==> src/rtl/updown_step_scheduler.sv <==
// updown_step_scheduler
//   Shared modulo up/down counter serviced by a two-requester round-robin
//   scheduler. A granted request steps the counter once per clock, up or
//   down with wrap-around, for the requested number of steps. Completion is
//   reported with a one-cycle done pulse tagged with the requester ID.
//
// Ports
//   clk         rising-edge clock
//   rst         asynchronous active-high reset
//   req[1:0]    per-requester request, held until the matching ack
//   req_dir     per-requester direction (1 = up, 0 = down)
//   req_steps0  step count of requester 0
//   req_steps1  step count of requester 1
//   ack[1:0]    one-cycle one-hot acceptance pulse
//   busy        high while a request is being serviced (FSM not IDLE)
//   done        one-cycle completion pulse
//   done_id     requester that completed, valid with done
//   count       current counter value
module updown_step_scheduler #(
  parameter int WIDTH = 4,
  parameter int STEPW = 4
) (
  input  logic             clk,
  input  logic             rst,
  input  logic [1:0]       req,
  input  logic [1:0]       req_dir,
  input  logic [STEPW-1:0] req_steps0,
  input  logic [STEPW-1:0] req_steps1,
  output logic [1:0]       ack,
  output logic             busy,
  output logic             done,
  output logic             done_id,
  output logic [WIDTH-1:0] count
);

  localparam logic [1:0] IDLE = 2'd0;
  localparam logic [1:0] RUN  = 2'd1;
  localparam logic [1:0] DONE = 2'd2;

  localparam logic [WIDTH-1:0] MAX = '1;

  logic [1:0]       state;
  logic [STEPW-1:0] remaining;
  logic             owner;
  logic             last_grant;
  logic             dir;

  logic             winner;
  logic [STEPW-1:0] win_steps;

  // Round-robin: a lone requester wins outright; under contention the
  // requester that was not granted last time wins.
  always_comb begin
    winner = ~last_grant;
    if (req == 2'b01) winner = 1'b0;
    else if (req == 2'b10) winner = 1'b1;
    win_steps = winner ? req_steps1 : req_steps0;
  end

  always_ff @(posedge clk or posedge rst) begin
    if (rst) begin
      state      <= IDLE;
      count      <= '0;
      ack        <= '0;
      busy       <= 1'b0;
      done       <= 1'b0;
      done_id    <= 1'b0;
      remaining  <= '0;
      owner      <= 1'b0;
      last_grant <= 1'b1;
      dir        <= 1'b0;
    end else begin
      ack  <= '0;
      done <= 1'b0;
      case (state)
        IDLE: begin
          if (req != 2'b00) begin
            owner      <= winner;
            last_grant <= winner;
            dir        <= req_dir[winner];
            remaining  <= win_steps;
            ack        <= winner ? 2'b10 : 2'b01;
            busy       <= 1'b1;
            // A zero-step request skips RUN; its done pulse coincides with ack.
            if (win_steps != '0) begin
              state <= RUN;
            end else begin
              state   <= DONE;
              done    <= 1'b1;
              done_id <= winner;
            end
          end
        end
        RUN: begin
          if (dir) count <= (count == MAX) ? '0 : count + 1'b1;
          else     count <= (count == '0) ? MAX : count - 1'b1;
          remaining <= remaining - 1'b1;
          // done is registered, so it is raised on the edge of the last step.
          if (remaining == STEPW'(1)) begin
            state   <= DONE;
            done    <= 1'b1;
            done_id <= owner;
          end
        end
        DONE: begin
          state <= IDLE;
          busy  <= 1'b0;
        end
        default: begin
          state <= IDLE;
          busy  <= 1'b0;
        end
      endcase
    end
  end

endmodule
==> config.mk <==
export PLATFORM = sky130hd
export DESIGN_NAME = updown_step_scheduler
export DESIGN_NICKNAME = d
export VERILOG_FILES = /design/src/rtl/updown_step_scheduler.sv
export SDC_FILE = /design/constraint.sdc
export NUM_CORES = 1
export LEC_CHECK = 0
export ABC_AREA = 1
export BUFFER_PORTS_ARGS = -buffer_cell sky130_fd_sc_hd__buf_4
export CORE_ASPECT_RATIO = 0.8
export CORE_UTILIZATION = 29
export CTS_CLUSTER_SIZE = 40
export DETAILED_ROUTE_END_ITERATION = 10
export PLACE_DENSITY_LB_ADDON = 0.25
export SYNTH_ARGS = -nofsm -noshare
export SYNTH_HDL_FRONTEND = slang
export SYNTH_SLANG_ARGS = --single-unit
==> constraint.sdc <==
create_clock -name clk -period 3.8 [get_ports clk]
set_clock_uncertainty 0.2 [all_clocks]
set_input_delay 0.19 -clock clk [delete_from_list [all_inputs] [get_ports clk]]
set_output_delay 0.19 -clock clk [all_outputs]
set_load 0.02 [all_outputs]
==> results of run 1 <==
## worst min-delay path, delay by kind of cell
family / cells / cell delay (ns)
and+or+nand+nor: 1 / 0.09
AOI/OAI and AO/OA: 1 / 0.10
buffers and inverters: 1 / 0.11
## flip-flops by register name (all words and copies together), names as in the netlist
signal      cells
done            1
busy            1
done_id         1
remaining       4
ack             2
dir             1
count           4
owner           1
state           2
last_grant      1
## where the power goes
group          total [mW]  internal (mW)  switching [mW]
Sequential          0.353          0.285          0.0681
Combinational       0.576          0.232           0.344
Clock               0.163         0.0922          0.0703
Total                1.09          0.609           0.483
## layout make-up
type / instances / share of cell area
flip-flops and latches: 18 / 0.336
multi-input cells: 86 / 0.389
clock buffers: 4 / 0.0409
well taps: 42 / 0.0391
repair buffers: 25 / 0.145
inverters: 18 / 0.0502
## logic make-up after synthesis
family,Yosys count,share of synthesized area
AOI/OAI and AO/OA,20,0.112
xor gates and xnor gates,5,0.0420
adders and majority gates,4,0.0480
buffers and inverters,18,0.0648
DFF,18,0.433
and+or+nand+nor,57,0.300
## repair_timing
| item | CTS | global route |
|---|---|---|
| hold buffers | 3 | 0 |
| hold endpoints to repair | 18 | 0 |
| resized for setup | 0 | 0 |
## per-layer routing
metal | part of all wire | up-vias | wire length (um) | track usage
li1 | - | 449 | - | -
met1 | 0.50 | 394 | 1090 | 0.174
met2 | 0.43 | 32 | 937 | 0.187
met3 | 0.063 | 2 | 137 | 0.0471
met4 | 0.0064 | 0 | 14 | 0.0262
met5 | 0 | - | 0 | 0
## synthesized netlist by cell type
| cell type | instances |
|---|---|
| a31oi_1 | 2 |
| o21ai_1 | 1 |
| nand3_1 | 9 |
| nor2_1 | 8 |
| ha_1 | 4 |
| inv_1 | 16 |
| nor2_4 | 4 |
| o221ai_1 | 1 |
| xor2_1 | 5 |
| nor2_2 | 1 |
| o22ai_1 | 1 |
| dfstp_2 | 1 |
| o21ai_0 | 9 |
| nand3_2 | 2 |
| a21oi_1 | 3 |
| inv_2 | 2 |
| nand2_4 | 3 |
| nand2_2 | 8 |
| nand2_1 | 22 |
| a21oi_2 | 1 |
| o211ai_1 | 2 |
| dfrtp_1 | 17 |
## per-stage QoR
step	hold slack [ns]	instances	instance area (um2)	util	total power, mW
2_1_floorplan	-0.0722	122	1040	-	0.766
3_3_place_gp	0.148	186	1260	0.368	0.917
3_5_place_dp	0.160	186	1260	0.368	0.927
4_1_cts	0.0583	193	1350	0.393	1.10
5_1_grt	0.0659	193	1350	0.393	1.19
6_report	0.0664	193	1350	0.393	1.09
## worst max-delay path by stage
stage	slack (ns)	endpoint	start	depth (start not counted)
floorplan	2.31	done_id	last_grant	9
global placement	2.26	done_id	last_grant	9
detailed placement	2.23	done_id	last_grant	9
CTS	1.80	dir	state[1]	8
global route	1.71	dir	state[1]	8
finish	1.81	dir	state[1]	8
==> run summary, run 1 <==
Avg Synthesized Cell Area = 8.54 um2
DR WL/cell = 11.3 um
number of routed nets with antenna violations = 0
post-synth top area share = 0.408
# setup viols final = 0
Worst Setup Start Kind = register
Worst R2R Setup Slack = 1.81 ns
Worst EP required = 3.80 ns
Mapped Cells = 122
Num CTS Buffers = 3
Root Buffer = clkbuf_8
pwr/cell area = 812 mW/mm2
reg-to-reg critical path endpoint = dir
Port Buffers = 22
final period utilization = 0.524
HP Class = primary input to register
post-route worst setup slack = 1.81 ns
CP arrival = 1.99 ns
maximum root-to-sink buffer count = 2
area of the multi-input gates = 523 um2
Setup crit end kind = register
proportion of layout cells with a drive suffix above 1 = 0.318
site row count = 19
CP max stage cell = dlygate4sd3_1
sequential area share after synthesis = 0.433
RSZ-0062 raised after global routing = no
top cells by area, synth = dfrtp_1 (41%), nand2_1 (7.9%), inv_1 (5.8%)
Largest delay share family, worst path = buffers and inverters
DIE WIDTH = 69.0 um
Die Height = 55.6 um
grt total ovfl = 0
DP Worst Slack = 2.23 ns
Area Growth Syn to Fin = 29.1%
Tmin final = 1.99 ns
H-tree levels = 1
worst path bufs/invs = 3
register area = 452 um2
# Post-CTS Setup Buffers = 0
actual slew at the worst max-slew pin = 0.699 ns
Worst Hold Endpoint = remaining[0]
TritonCTS clock tree = yes
via/cell ratio = 4.54
worst-skew pair later-pin latency = 0.26 ns
Yosys top cell by area = dfrtp_1
most frequent cells in the layout = nand2_1 (22), buf_4 (22), dfrtp_1 (17), inv_1 (16)
fin nets = 170
Initial DRT Pass Iterations = 4
slew margin rel. = 0.534
cell mode on critical path = nand2_1
via count = 877
Core Region = 0.00342 mm2
FF+latch count, synth = 18
I/O pin count = 23
Filler Cell Count = 365
Sink Count = 18
fin. max-slew vios = 0
vias in the first global route = 827
post-DP HPWL = 1710 um
first-pass GRT wire length = 3820 um
Post-Synthesis Cell Area = 0.00104 mm2
Worst Min Path Start = req_steps1[0]
status = complete, no violations
total wire length = 2180 um
reg-to-reg startpoint = state[1]
Max Cap Viol = 0
Fmax = 502 MHz
worst-case reg-to-reg path depth = 8
antenna diode count = 0
CP Max Fanout = 7
CTS clk-pin slew, worst paths = 0.07 ns
Peak VDD IR = 0.000225 V
CP max stage delay = 0.56 ns
CP cell instances = inv_1 > nand2_1 > nor2_4 > inv_2 > nor2_2 > nand2_1 > o211ai_1 > dlygate4sd3_1
RD Place Congestion = 0.869
LEAKAGE = 0.683 nW
Post-Syn Nets = 140
largest net degree at the start of global routing = 19
initial antenna violation count = 0
Setup CP Type = register to register
Iter 0 DRT Violations = 32
Setup TNS Final = 0 ns
initial core utilization = 0.304
cell count of the worst hold path = 3
Cell variety after synth = 22
GR Util All Layers = 0.126
Post-route DRC = 0
Yosys Warn Count = 0
Fin. Hold Viols = 0
DIE AREA = 0.00384 mm2
Power figures use the tool's default switching activity.
==> run 2, diff against run 1 <==
ABC_AREA = 0   (was 1)
clock period = 1.8 ns   (was 3.8 ns; I/O delays follow)
==> run summary, run 2 <==
DIE WIDTH = 69.1 um (was 69.0 um)
slew margin rel. = 0.537 (was 0.534)
Fmax = 595 MHz (was 502 MHz)
Area Growth Syn to Fin = 35.0% (was 29.1%)
final core utilization = 0.410 (was 0.393)
Avg Synthesized Cell Area = 9.51 um2 (was 8.54 um2)
count leader, synth = dfrtp_1 (was nand2_1)
top cells by area, synth = dfrtp_1 (41%), ha_1 (4.8%), mux2i_1 (4.8%) (was dfrtp_1 (41%), nand2_1 (7.9%), inv_1 (5.8%))
Peak VDD IR = 0.000789 V (was 0.000225 V)
pwr/cell area = 1670 mW/mm2 (was 812 mW/mm2)
Design Area, Final = 0.00141 mm2 (was 0.00135 mm2)
Core Region = 0.00345 mm2 (was 0.00342 mm2)
actual slew at the worst max-slew pin = 0.694 ns (was 0.699 ns)
Worst R2R Setup Slack = 0.12 ns (was 1.81 ns)
number of synthesized flops with an enable pin = 0 (unchanged)
Post-Syn Nets = 128 (was 140)
sequential power share = 0.339 (was 0.323)
sequential area share after synthesis = 0.432 (was 0.433)
Routed met3 length = 114 um (was 137 um)
number of routed nets with antenna violations = 0 (unchanged)
post-route worst setup slack = 0.118 ns (was 1.81 ns)
Setup crit end kind = register (unchanged)
biggest regs = count: 4 flops, remaining: 4 flops (unchanged)
Yosys Warn Count = 0 (unchanged)
first-pass GRT wire length = 4060 um (was 3820 um)
Post-synth ARST share = 1.00 (unchanged)
post-placement cell count = 179 (was 186)
grt total ovfl = 0 (unchanged)
initial core utilization = 0.303 (was 0.304)
initial antenna violation count = 0 (unchanged)
Switching Share = 0.401 (was 0.442)
fin nets = 163 (was 170)
antenna diode count = 0 (unchanged)
Pint = 1.41 mW (was 0.609 mW)
Initial DRT Pass Iterations = 4 (unchanged)
CTS clk-pin slew, worst paths = 0.07 ns (about the same)
via count = 896 (was 877)
Cell variety after synth = 38 (was 22)
# setup viols final = 0 (unchanged)
largest net degree at the start of global routing = 19 (unchanged)
# Post-CTS Setup Buffers = 0 (unchanged)
WHS = 0.00854 ns (was 0.0664 ns)
DP Worst Slack = 0.0990 ns (was 2.23 ns)
maximum root-to-sink buffer count = 2 (unchanged)
Worst EP required = 1.78 ns (was 3.80 ns)
sw power = 0.946 mW (was 0.483 mW)
via/cell ratio = 4.82 (was 4.54)
final period utilization = 0.934 (was 0.524)
worst-skew pair later-pin latency = 0.25 ns (was 0.26 ns)
post-synth top area share = 0.407 (was 0.408)
RD Place Congestion = 0.749 (was 0.869)
Max Cap Viol = 0 (unchanged)
Mapped Cells = 110 (was 122)
GR Util All Layers = 0.130 (was 0.126)
most frequent cells in the layout = buf_4 (30), dfrtp_1 (17), nor2_1 (12), inv_1 (8), nand2_1 (8) (was nand2_1 (22), buf_4 (22), dfrtp_1 (17), inv_1 (16))
commonest cells in the netlist = dfrtp_1 (17), nor2_1 (12), inv_1 (8), nand2_1 (8) (was nand2_1 (22), dfrtp_1 (17), inv_1 (16))
wire length on met1 = 1140 um (was 1090 um)
Port Buffers = 22 (unchanged)
Setup TNS Final = 0 ns (unchanged)
Yosys top cell by area = dfrtp_1 (unchanged)
Sink Count = 18 (unchanged)
clock share of power = 0.139 (was 0.149)
post-DP HPWL = 1760 um (was 1710 um)
Post-route DRC = 0 (unchanged)
Post-Synthesis Cell Area = 0.00105 mm2 (was 0.00104 mm2)
fin. max-slew vios = 0 (unchanged)
routed wl met2 = 1040 um (was 937 um)
FF+latch count, synth = 18 (unchanged)
vias in the first global route = 894 (was 827)
proportion of layout cells with a drive suffix above 1 = 0.299 (was 0.318)
I/O pin count = 23 (unchanged)
Placed Area = 0.00131 mm2 (was 0.00126 mm2)
Root Buffer = clkbuf_8 (unchanged)
DR WL/cell = 12.4 um (was 11.3 um)
DIE AREA = 0.00385 mm2 (was 0.00384 mm2)
CP Max Fanout = 7 (unchanged)
Tmin final = 1.68 ns (was 1.99 ns)
Highest Signal Layer = met4 (unchanged)
Setup CP Type = register to register (unchanged)
Gate power share = 0.521 (was 0.528)
Worst Setup Start Kind = register (unchanged)
HP Class = primary input to register (unchanged)
RSZ-0062 raised after global routing = no (unchanged)
final non-filler cell total = 186 (was 193)
status = complete, no violations (unchanged)
most frequently used flop master after synthesis = dfrtp_1 (unchanged)
power consumption = 2.36 mW (was 1.09 mW)
TritonCTS clock tree = yes (unchanged)
LEAKAGE = 0.658 nW (was 0.683 nW)
most common cell after layout, fill and taps aside = buf_4
H-tree levels = 1 (unchanged)
Die Height = 55.7 um (was 55.6 um)
CP arrival = 1.67 ns (was 1.99 ns)
site row count = 19 (unchanged)
Num CTS Buffers = 3 (unchanged)
Iter 0 DRT Violations = 36 (was 32)
total wire length = 2310 um (was 2180 um)
Fin. Hold Viols = 0 (unchanged)
==> run 2: changes by cell type after synthesis, sizes merged, moves of 3 or more <==
cell,change
mux2i,+5
nand3,-8
a22oi,+3
nand2,-25
nor3,+3
nand2b,+4
inv,-10
nor2b,+3
xor2,-4
==> run 2: layout make-up <==
class,count,area (um2)
Sequential cell,18,452
Tap cell,42,52.6
Timing Repair Buffer,33,255
Fill cell,343,2030
Inverter,8,30.0
Clock buffer,4,55.1
Multi-Input combinational cell,81,568
==> run 2: logic make-up after synthesis <==
logic type / Yosys count / synth area share
adder cells (fa/ha/maj): 4 / 0.0478
multiplexers: 6 / 0.0694
AND/OR/NAND/NOR: 39 / 0.184
buffers and inverters: 11 / 0.0419
XOR/XNOR: 3 / 0.0251
AO/OA/AOI/OAI: 29 / 0.200
flip-flops: 18 / 0.432
==> run 2: power by group through the flow <==
stage	Sequential, mW	Clock [mW]	Combinational, mW
after floorplan	0.865	0	0.739
after global placement	0.801	0	1.19
after detailed placement	0.804	0	1.21
after CTS	0.799	0.340	1.23
after global routing	0.841	0.355	1.39
final	0.800	0.329	1.23
==> run 2: per-layer routing <==
metal  up-vias  track usage
li1        461            -
met2        20        0.205
met5         -            0
met1       413        0.178
met3         2       0.0344
met4         0       0.0292
==> run 2: final timing paths <==
check	to	cells after the start	startpoint
min in group asynchronous	count[3]	3	rst
worst max-delay path	count[3]	5	count[1]
max in group asynchronous	ack[0]	3	rst
worst min-delay path	done_id	4	req_steps1[1]
worst max register to register	count[3]	5	count[1]
worst min register to register	owner	2	owner
==> run 2: what timing repair did <==
action / CTS / global route
hold buffers: 3 / 0
hold endpoints to repair: 18 / 0
gates resized for setup: 0 / 4
setup endpoints to repair: 0 / 2
==> run 2: worst max-delay path, cell delays in order, from the launching register on <==
cell and delay, ns:
dfrtp_1 0.44, ha_1 0.22, a21oi_1 0.12, nor2b_1 0.06, mux4_2 0.46, o21ai_1 0.12
==> run 3, diff against run 2 <==
CORE_MARGIN = 2   (was not set)
PLACE_DENSITY_LB_ADDON = not set   (was 0.25)
RECOVER_POWER = 25   (was not set)
==> run summary, run 3 (synthesis results as in run 2) <==
status = complete, no violations (unchanged)
cell count of the worst hold path = 4 (unchanged)
LEAKAGE = 0.621 nW (was 0.658 nW)
initial antenna violation count = 0 (unchanged)
Peak VDD IR = 0.000549 V (was 0.000789 V)
DR WL/cell = 12.1 um (was 12.4 um)
slew margin rel. = 0.556 (was 0.537)
sequential power share = 0.362 (was 0.339)
number of routed nets with antenna violations = 0 (unchanged)
# setup viols final = 0 (unchanged)
Iter 0 DRT Violations = 35 (was 36)
worst-case reg-to-reg path depth = 5 (unchanged)
most frequent cells in the layout = buf_4 (19), dfrtp_1 (17), nor2_1 (12), clkbuf_1 (9) (was buf_4 (30), dfrtp_1 (17), nor2_1 (12), inv_1 (8), nand2_1 (8))
Setup CP Type = register to register (unchanged)
via count = 897 (was 896)
Fmax = 588 MHz (was 595 MHz)
first-pass GRT wire length = 3840 um (was 4060 um)
actual slew at the worst max-slew pin = 0.665 ns (was 0.694 ns)
CP arrival = 1.67 ns (about the same)
fin nets = 162 (was 163)
Tmin final = 1.70 ns (was 1.68 ns)
biggest regs = count: 4 flops, remaining: 4 flops (unchanged)
Pint = 1.32 mW (was 1.41 mW)
CTS clk-pin slew, worst paths = 0.07 ns (about the same)
Setup TNS Final = 0 ns (unchanged)
total wire length = 2240 um (was 2310 um)
Post-route DRC = 0 (unchanged)
I/O pin count = 23 (unchanged)
post-DP HPWL = 1790 um (was 1760 um)
antenna diode count = 0 (unchanged)
Area Growth Syn to Fin = 29.9% (was 35.0%)
CP Max Fanout = 7 (unchanged)
Initial DRT Pass Iterations = 4 (unchanged)
final period utilization = 0.944 (was 0.934)
largest net degree at the start of global routing = 19 (unchanged)
Worst EP required = 1.77 ns (was 1.78 ns)
DIE AREA = 0.00411 mm2 (was 0.00385 mm2)
Core Region = 0.00345 mm2 (unchanged)
GR Util All Layers = 0.119 (was 0.130)
fin. max-slew vios = 0 (unchanged)
WHS = 0.0451 ns (was 0.00854 ns)
Die Height = 57.7 um (was 55.7 um)
HP Class = primary input to register (unchanged)
Worst R2R Setup Slack = 0.1 ns (was 0.12 ns)
Root Buffer = clkbuf_8 (unchanged)
clock share of power = 0.142 (was 0.139)
most common cell after layout, fill and taps aside = buf_4 (unchanged)
Setup crit end kind = register (unchanged)
grt total ovfl = 0 (unchanged)
Num CTS Buffers = 3 (unchanged)
Gate power share = 0.496 (was 0.521)
Max Cap Viol = 0 (unchanged)
Fin. Hold Viols = 0 (unchanged)
vias in the first global route = 854 (was 894)
Sink Count = 18 (unchanged)
TritonCTS clock tree = yes (unchanged)
DIE WIDTH = 71.1 um (was 69.1 um)
site row count = 19 (unchanged)
via/cell ratio = 4.85 (was 4.82)
Switching Share = 0.413 (was 0.401)
Worst Setup Start Kind = register (unchanged)
# Post-CTS Setup Buffers = 0 (unchanged)
H-tree levels = 1 (unchanged)
RSZ-0062 raised after global routing = no (unchanged)
Port Buffers = 22 (unchanged)
worst-skew pair later-pin latency = 0.25 ns (about the same)
maximum root-to-sink buffer count = 2 (unchanged)
sw power = 0.933 mW (was 0.946 mW)
Filler Cell Count = 331 (was 343)
initial core utilization = 0.303 (unchanged)
final non-filler cell total = 185 (was 186)
post-placement cell count = 178 (was 179)
RD Place Congestion = 0.859 (was 0.749)
pwr/cell area = 1660 mW/mm2 (was 1670 mW/mm2)
proportion of layout cells with a drive suffix above 1 = 0.210 (was 0.299)
-- run 3: metrics by stage --
| stage | util | cell area (um2) | setup slack, ns | total power [mW] |
|---|---|---|---|---|
| 3_3_place_gp | 0.378 | 1300 | 0.136 | 1.97 |
| 6_report | 0.394 | 1360 | 0.100 | 2.26 |
| 2_1_floorplan | - | 1050 | 0.0823 | 1.60 |
| 4_1_cts | 0.403 | 1390 | 0.100 | 2.34 |
| 5_1_grt | 0.394 | 1360 | 0.0239 | 2.46 |
| 3_5_place_dp | 0.378 | 1300 | 0.113 | 2.01 |
-- run 3: final cells by class --
| type | count | area (um2) | share of cell area |
|---|---|---|---|
| clock buffer | 4 | 55.1 | 0.0405 |
| inverter | 8 | 30.0 | 0.0221 |
| multi-input combinational | 81 | 556 | 0.409 |
| sequential | 18 | 452 | 0.332 |
| tap | 42 | 52.6 | 0.0387 |
| timing repair buffer | 32 | 214 | 0.157 |
-- run 3: final timing paths --
path,startpoint,end
worst min-delay path,req_steps0[1],done_id
max in group asynchronous,rst,dir
worst min register to register,owner,owner
min in group asynchronous,rst,count[2]
worst max-delay path,count[1],count[3]
worst max register to register,count[1],count[3]
-- run 3: critical path, stage by stage, from the launching register on --
cell and delay, ns:
dfrtp_1 0.45, ha_1 0.22, a21oi_1 0.12, nor2b_1 0.06
mux4_2 0.46, o21ai_1 0.12
-- run 3: power groups by stage --
stage	Clock [mW]	Combinational (mW)	Sequential [mW]
floorplan	0	0.739	0.865
global placement	0	1.16	0.810
detailed placement	0	1.19	0.822
CTS	0.328	1.20	0.815
global route	0.353	1.26	0.846
finish	0.321	1.12	0.817
-- run 3: timing repair --
item / 4_1_cts / 5_1_grt
hold endpoints to repair: 18 / 0
hold buffers: 3 / 0
resized for setup: 0 / 1
endpoints found under the setup margin: 0 / 1
-- run 3: routing by layer --
| metal | wire, um | global-route usage | vias up | part of all wire |
|---|---|---|---|---|
| met5 | 0 | 0 | - | 0 |
| met4 | 8 | 0.0243 | 0 | 0.0036 |
| met3 | 125 | 0.0278 | 2 | 0.056 |
| met2 | 1020 | 0.189 | 20 | 0.45 |
| met1 | 1090 | 0.166 | 414 | 0.49 |
| li1 | - | - | 461 | - |
